**src/rtl/sm4_round_key_buffer_if.sv**
```systemverilog
// Handshake bundle between the SM4 key-expansion engine, the round-key buffer
// and the round datapath that consumes the streamed keys.
interface sm4_round_key_buffer_if;
    logic        key_start_in;
    logic        key_valid_in;
    logic [4:0]  key_round_in;
    logic [31:0] round_key_in;
    logic        rd_start_in;
    logic        decrypt_in;
    logic        key_ready_out;
    logic        rk_valid_out;
    logic [31:0] rk_out;
    logic [4:0]  rk_round_out;
    logic        rd_done_out;
    logic        error_out;

    modport master (
        output key_start_in, key_valid_in, key_round_in, round_key_in, rd_start_in, decrypt_in,
        input  key_ready_out, rk_valid_out, rk_out, rk_round_out, rd_done_out, error_out
    );

    modport slave (
        input  key_start_in, key_valid_in, key_round_in, round_key_in, rd_start_in, decrypt_in,
        output key_ready_out, rk_valid_out, rk_out, rk_round_out, rd_done_out, error_out
    );
endinterface

```
**src/rtl/sm4_round_key_buffer.sv**
```systemverilog
// Stores one 32-entry SM4 round-key schedule written in order, then streams it
// forward (encrypt) or reversed (decrypt) once per block, with registered outputs.
module sm4_round_key_buffer (
    input  logic                        clk,
    input  logic                        rst,
    sm4_round_key_buffer_if.slave       kb
);
    typedef enum logic [1:0] {EMPTY, LOADING, READY, STREAMING} state_t;

    state_t      r_state, w_nxt_state;
    logic [4:0]  r_wr_idx, w_nxt_wr_idx;
    logic [4:0]  r_rd_cnt, w_nxt_rd_cnt;
    logic        r_decrypt, w_nxt_decrypt;
    logic        w_store, w_err, w_stream;
    logic [4:0]  w_rd_idx;
    logic [31:0] r_mem [32];

    logic        r_key_ready, r_rk_valid, r_rd_done, r_error;
    logic [31:0] r_rk;
    logic [4:0]  r_rk_round;

    always_comb begin
        w_nxt_state   = r_state;
        w_nxt_wr_idx  = r_wr_idx;
        w_nxt_rd_cnt  = r_rd_cnt;
        w_nxt_decrypt = r_decrypt;
        w_store       = 1'b0;
        w_err         = 1'b0;
        case (r_state)
            EMPTY: w_err = kb.key_valid_in | kb.rd_start_in;
            LOADING: begin
                w_err = kb.rd_start_in;
                if (kb.key_valid_in) begin
                    if (kb.key_round_in == r_wr_idx) begin
                        w_store      = 1'b1;
                        w_nxt_wr_idx = r_wr_idx + 5'd1;
                        if (r_wr_idx == 5'd31) w_nxt_state = READY;
                    end else begin
                        w_err       = 1'b1;
                        w_nxt_state = EMPTY;
                    end
                end
            end
            READY: begin
                w_err = kb.key_valid_in;
                if (kb.rd_start_in) begin
                    w_nxt_state   = STREAMING;
                    w_nxt_rd_cnt  = 5'd0;
                    w_nxt_decrypt = kb.decrypt_in;
                end
            end
            STREAMING: begin
                w_err = kb.key_valid_in;
                // r_rd_cnt is the round currently on rk_out; a start on the last
                // round chains straight into the next stream.
                if (r_rd_cnt == 5'd31) begin
                    if (kb.rd_start_in) begin
                        w_nxt_rd_cnt  = 5'd0;
                        w_nxt_decrypt = kb.decrypt_in;
                    end else begin
                        w_nxt_state = READY;
                    end
                end else begin
                    w_nxt_rd_cnt = r_rd_cnt + 5'd1;
                    if (kb.rd_start_in) w_err = 1'b1;
                end
            end
            default: w_nxt_state = EMPTY;
        endcase
        if (kb.key_start_in) begin
            w_nxt_state  = LOADING;
            w_nxt_wr_idx = 5'd0;
            w_store      = 1'b0;
            if (kb.rd_start_in) w_err = 1'b1;
        end
    end

    assign w_stream = (w_nxt_state == STREAMING);
    // 31 - n on a 5-bit index is its bitwise complement.
    assign w_rd_idx = w_nxt_decrypt ? ~w_nxt_rd_cnt : w_nxt_rd_cnt;

    always_ff @(posedge clk) begin
        if (rst) begin
            r_state     <= EMPTY;
            r_wr_idx    <= 5'd0;
            r_rd_cnt    <= 5'd0;
            r_decrypt   <= 1'b0;
            r_key_ready <= 1'b0;
            r_rk_valid  <= 1'b0;
            r_rk        <= 32'd0;
            r_rk_round  <= 5'd0;
            r_rd_done   <= 1'b0;
            r_error     <= 1'b0;
        end else begin
            r_state     <= w_nxt_state;
            r_wr_idx    <= w_nxt_wr_idx;
            r_rd_cnt    <= w_nxt_rd_cnt;
            r_decrypt   <= w_nxt_decrypt;
            r_key_ready <= (w_nxt_state == READY) || w_stream;
            r_rk_valid  <= w_stream;
            r_rk        <= w_stream ? r_mem[w_rd_idx] : 32'd0;
            r_rk_round  <= w_stream ? w_nxt_rd_cnt : 5'd0;
            r_rd_done   <= w_stream && (w_nxt_rd_cnt == 5'd31);
            r_error     <= w_err;
        end
    end

    always_ff @(posedge clk) begin
        if (!rst && w_store) r_mem[r_wr_idx] <= kb.round_key_in;
    end

    assign kb.key_ready_out = r_key_ready;
    assign kb.rk_valid_out  = r_rk_valid;
    assign kb.rk_out        = r_rk;
    assign kb.rk_round_out  = r_rk_round;
    assign kb.rd_done_out   = r_rd_done;
    assign kb.error_out     = r_error;
endmodule
```
**src/flat_wrapper.sv**
```systemverilog
// flat-port wrapper written by rule: the top's interface ports become plain ports
module sm4_round_key_buffer_flat 
  (clk, rst, kb_key_start_in, kb_key_valid_in, kb_key_round_in, kb_round_key_in, kb_rd_start_in, kb_decrypt_in, kb_key_ready_out, kb_rk_valid_out, kb_rk_out, kb_rk_round_out, kb_rd_done_out, kb_error_out);
  sm4_round_key_buffer_if kb_i ();
  input  logic clk;
  input  logic rst;
  input wire logic [$bits(kb_i.key_start_in)-1:0] kb_key_start_in;
  input wire logic [$bits(kb_i.key_valid_in)-1:0] kb_key_valid_in;
  input wire logic [$bits(kb_i.key_round_in)-1:0] kb_key_round_in;
  input wire logic [$bits(kb_i.round_key_in)-1:0] kb_round_key_in;
  input wire logic [$bits(kb_i.rd_start_in)-1:0] kb_rd_start_in;
  input wire logic [$bits(kb_i.decrypt_in)-1:0] kb_decrypt_in;
  output wire logic [$bits(kb_i.key_ready_out)-1:0] kb_key_ready_out;
  output wire logic [$bits(kb_i.rk_valid_out)-1:0] kb_rk_valid_out;
  output wire logic [$bits(kb_i.rk_out)-1:0] kb_rk_out;
  output wire logic [$bits(kb_i.rk_round_out)-1:0] kb_rk_round_out;
  output wire logic [$bits(kb_i.rd_done_out)-1:0] kb_rd_done_out;
  output wire logic [$bits(kb_i.error_out)-1:0] kb_error_out;
  assign kb_i.key_start_in = kb_key_start_in;
  assign kb_i.key_valid_in = kb_key_valid_in;
  assign kb_i.key_round_in = kb_key_round_in;
  assign kb_i.round_key_in = kb_round_key_in;
  assign kb_i.rd_start_in = kb_rd_start_in;
  assign kb_i.decrypt_in = kb_decrypt_in;
  assign kb_key_ready_out = kb_i.key_ready_out;
  assign kb_rk_valid_out = kb_i.rk_valid_out;
  assign kb_rk_out = kb_i.rk_out;
  assign kb_rk_round_out = kb_i.rk_round_out;
  assign kb_rd_done_out = kb_i.rd_done_out;
  assign kb_error_out = kb_i.error_out;
  sm4_round_key_buffer u_core (.clk(clk), .rst(rst), .kb(kb_i));
endmodule
```
**config.mk**
```make
export PLATFORM = sky130hd
export DESIGN_NAME = sm4_round_key_buffer_flat
export DESIGN_NICKNAME = d
export VERILOG_FILES = /design/src/rtl/sm4_round_key_buffer_if.sv /design/src/rtl/sm4_round_key_buffer.sv /design/src/flat_wrapper.sv
export SDC_FILE = /design/constraint.sdc
export NUM_CORES = 1
export LEC_CHECK = 0
export CAP_MARGIN = 5
export CORE_MARGIN = 3
export CORE_UTILIZATION = 40
export CTS_BUF_LIST = sky130_fd_sc_hd__clkbuf_8
export CTS_CLUSTER_SIZE = 8
export DETAILED_ROUTE_END_ITERATION = 12
export MAX_ROUTING_LAYER = met4
export SLEW_MARGIN = 20
export SYNTH_ARGS = -nofsm -noshare
export SYNTH_HDL_FRONTEND = slang
export SYNTH_SLANG_ARGS = --single-unit
```
**constraint.sdc**
```tcl
create_clock -name clk -period 10.6 [get_ports clk]
set_input_delay 2.65 -clock clk [delete_from_list [all_inputs] [get_ports clk]]
set_output_delay 2.65 -clock clk [all_outputs]
set_load 0.05 [all_outputs]
```
==> flow_summary.yaml <==
global_route:
  grt_pass1_vias: 22600
  grt_pass1_wl_mm: 155
  grt_use_total_pct: 21.3
  grt_overflow: 0
  antenna_found_initial: 5
  grt_max_degree: 180
setup_path:
  cp_cell_sequence: "clkdlybuf4s50_1 > xnor2_1 > nand3_1 > nor3_1 > and3b_1 > nand2_1 > nor2_1 > nand2_1 > nor2_4 > buf_4"
  critPathMostFrequentCell: "nand2_1"
  required_ns: 11.03
  critPathMaxStageDelay_ns: 0.80
  critPathLaunchType: "input port"
  ff2ff_path_depth: 13
  critPathKind: "input port to register"
  r2r_setup_slack_ns: 5.61
  r2r_end: "u_core.kb.rk_out[9]$_SDFF_PP0_"
  timing.rr.start: "u_core.r_rd_cnt[0]$_SDFF_PP0_"
  cp.arrival_ns: 6.53
  crit_fanout: 19
  crit_buf_inv: 2
  crit_path_end_kind: "register"
  crit_slowest_cell: "nor2_4"
  cp_top_family: "simple AND/OR/NAND/NOR gates"
pwr:
  ir_drop_mv: 0.0779
  leakage_nw: 14.0
  powerDensity_nw_per_um2: 178
clocking:
  post_cts_buffers: 0
  ctsHoldBuffers: 0
  clk_latency_ns: 0.84
  root_buffer: "clkbuf_8"
  cts_sinks: 1078
  cts_buffers: 167
  clock_path_buffers: 3
  htree_levels: 4
  ctsResizeCount: 0
  clkTransAtPathRegs_ns: 0.06
  cts_tree: "built"
timing:
  worstMarginPinSlew_ns: 1.14
  rsz0062_at_grt: "false"
  finalSetupTns_ns: 0
  relSlewSlack_pct: 24.2
  min_period_ns: 6.10
  drv_slew: 0
  fin_skew_ns: 0.0493
  fin_crit_sh_pct: 57.5
  timing.fmax_ghz: 0.164
  setup_viol: 0
  finalHoldViolCount: 0
synthesis:
  yosysSeqAreaShare_pct: 82.0
  synth_edf_count: 1024
  ys_async_sr_fraction_pct: 0
  syn_avg_cell_area_um2: 16.8
  synthTopCellsByCount: "edfxtp_1 (1,024), o22ai_1 (508), nor3_1 (260)"
  ys_types: 58
  syn-cell-area_um2: 38800
  synth_top_area_share_pct: 79.2
  synth_area_leaders: "edfxtp_1 (79%), o22ai_1 (8.2%), nor3_1 (3.4%), dfxtp_1 (2.8%), nor2_1 (1.2%)"
  ys_warn_count: 0
  yosysTopAreaCell: "edfxtp_1"
  synthesis.nets: 2364
  postSynthCellCount: 2313
  ys_ff_latch: 1078
  yosys_most_used_dff: "edfxtp_1"
  synth.most_common_cell: "edfxtp_1"
floorplan:
  ios: 84
  start_util_pct: 40.6
  rows: 113
  core_um2: 95600
  dieHeight_um: 318
  die-area_um2: 101000
  die_w_um: 318
placed_design:
  place_inst: 3569
  port-buffer-count: 83
  gp_congestion: 0.812
  placed_area_um2: 41600
  hpwl_mm: 58.6
hold_path:
  whs_path_depth: 2
  min_from: "u_core.r_wr_idx[1]$_SDFFE_PP0P_"
  worstHoldEndpoint: "u_core.r_wr_idx[1]$_SDFFE_PP0P_"
  hp-class: "register to register"
status:
  outcome: "completed"
final_layout:
  final_cells: 3871
  fill_cells: 8151
  fin_area_um2: 44600
  drive_gt1_share_pct: 13.2
  finalNetCount: 2524
  area_growth_pct: 14.8
routing:
  drt_iter0_drc: 2942
  wl_mm: 108
  viasPerCell: 5.95
  drcViolationCount: 0
  detail-route-antenna-nets: 0
  drtPass1Iterations: 5
  post_drt_wl_per_cell_um: 27.8
  num_vias: 23000
run:
  cap_violations: 0
[state kept, by name (all words and copies together), names as in the netlist]
signal,cells
u_core.r_decrypt,1
u_core.kb.rk_round_out,5
u_core.r_state,2
u_core.kb.rk_valid_out,1
u_core.r_mem,1024
u_core.kb.rk_out,32
u_core.kb.error_out,1
u_core.kb.rd_done_out,1
u_core.kb.key_ready_out,1
u_core.r_wr_idx,5
u_core.r_rd_cnt,5
[power breakdown]
group,internal [W],switching (W)
Combinational,0.0000115,0.0000673
Sequential,0.00466,0.000000631
Clock,0.00160,0.00159
Total,0.00627,0.00165
[cells by family (layout without fill, tap and decap cells)]
family / Yosys count / count (layout) / synth area share (%)
multiplexers: 11 / 11 / 0.332
AND/OR/NAND/NOR: 510 / 510 / 6.45
flip-flops: 1078 / 1078 / 82.0
other: 0 / 5 / 0
buffers and inverters: 156 / 444 / 1.83
XOR/XNOR: 9 / 9 / 0.203
AO/OA/AOI/OAI: 541 / 541 / 8.94
adder cells (fa/ha/maj): 8 / 8 / 0.258
[area by class of cell]
type | count | area [um^2] | area share [%]
well taps | 1265 | 1580 | 3.55
diodes | 5 | 12.5 | 0.0281
multi-input cells | 1079 | 6630 | 14.9
repair buffers | 142 | 1430 | 3.22
clock buffers | 183 | 2520 | 5.65
flip-flops and latches | 1078 | 31800 | 71.4
clock inverters | 114 | 552 | 1.24
inverters | 5 | 18.8 | 0.0421
[worst max-delay path by stage]
stage / depth (start not counted) / startpoint / endpoint / slack [ns]
after global routing: 10 / kb_key_round_in[0] / u_core.r_mem[15][6]$_DFFE_PP_ / 4.42
after floorplan: 8 / kb_key_round_in[4] / u_core.r_mem[31][0]$_DFFE_PP_ / 4.98
after CTS: 10 / kb_key_round_in[0] / u_core.r_mem[24][11]$_DFFE_PP_ / 4.63
after detailed placement: 10 / kb_key_round_in[0] / u_core.r_mem[24][3]$_DFFE_PP_ / 3.76
after global placement: 9 / kb_key_round_in[0] / u_core.r_mem[4][14]$_DFFE_PP_ / 3.75
final: 10 / kb_key_round_in[0] / u_core.r_mem[15][6]$_DFFE_PP_ / 4.50
[through the flow]
stage | hold WS [ns] | power, W | worst slack, ns | utilization (%)
floorplan | 0.563 | 0.00476 | 4.98 | -
global placement | 0.596 | 0.00483 | 3.75 | 43.2
detailed placement | 0.630 | 0.00483 | 3.76 | 43.5
CTS | 0.631 | 0.00798 | 4.63 | 46.7
global route | 0.678 | 0.00817 | 4.42 | 46.6
finish | 0.624 | 0.00792 | 4.50 | 46.6
[cell usage in the layout, fill, tap and decap left out, types with 8 or more instances in the layout]
master           count
edfxtp_1          1024
o22ai_1            508
nor3_1             260
clkbuf_8           183
nor2_1              92
inv_1               87
clkdlybuf4s50_1     58
dfxtp_1             54
nor4_1              44
buf_4               41
nor2_4              32
buf_2               25
nand3_1             24
nand2_1             20
clkinv_1            12
buf_12              10
nand4_1              9
o21ai_4              8
ha_1                 8
buf_16               8
[worst register-to-register path, delay by kind of cell, from the launching register on]
| kind | cells | cell delay (ns) |
|---|---|---|
| and+or+nand+nor | 6 | 2.09 |
| buffers and inverters | 2 | 1.10 |
| AOI/OAI and AO/OA | 2 | 0.70 |
| adders and majority gates | 2 | 0.46 |
| DFF | 1 | 0.38 |
| muxes | 1 | 0.19 |
[per-layer routing]
layer  global-route usage [%]  routed length (um)  vias up
met2                     31.7               50100     1298
met5                        -                   0        -
li1                         -                   -     9874
met3                     4.38               10100      202
met1                     29.3               44300    11700
met4                     7.53                3190        0
(Power assumes the default switching activity.)
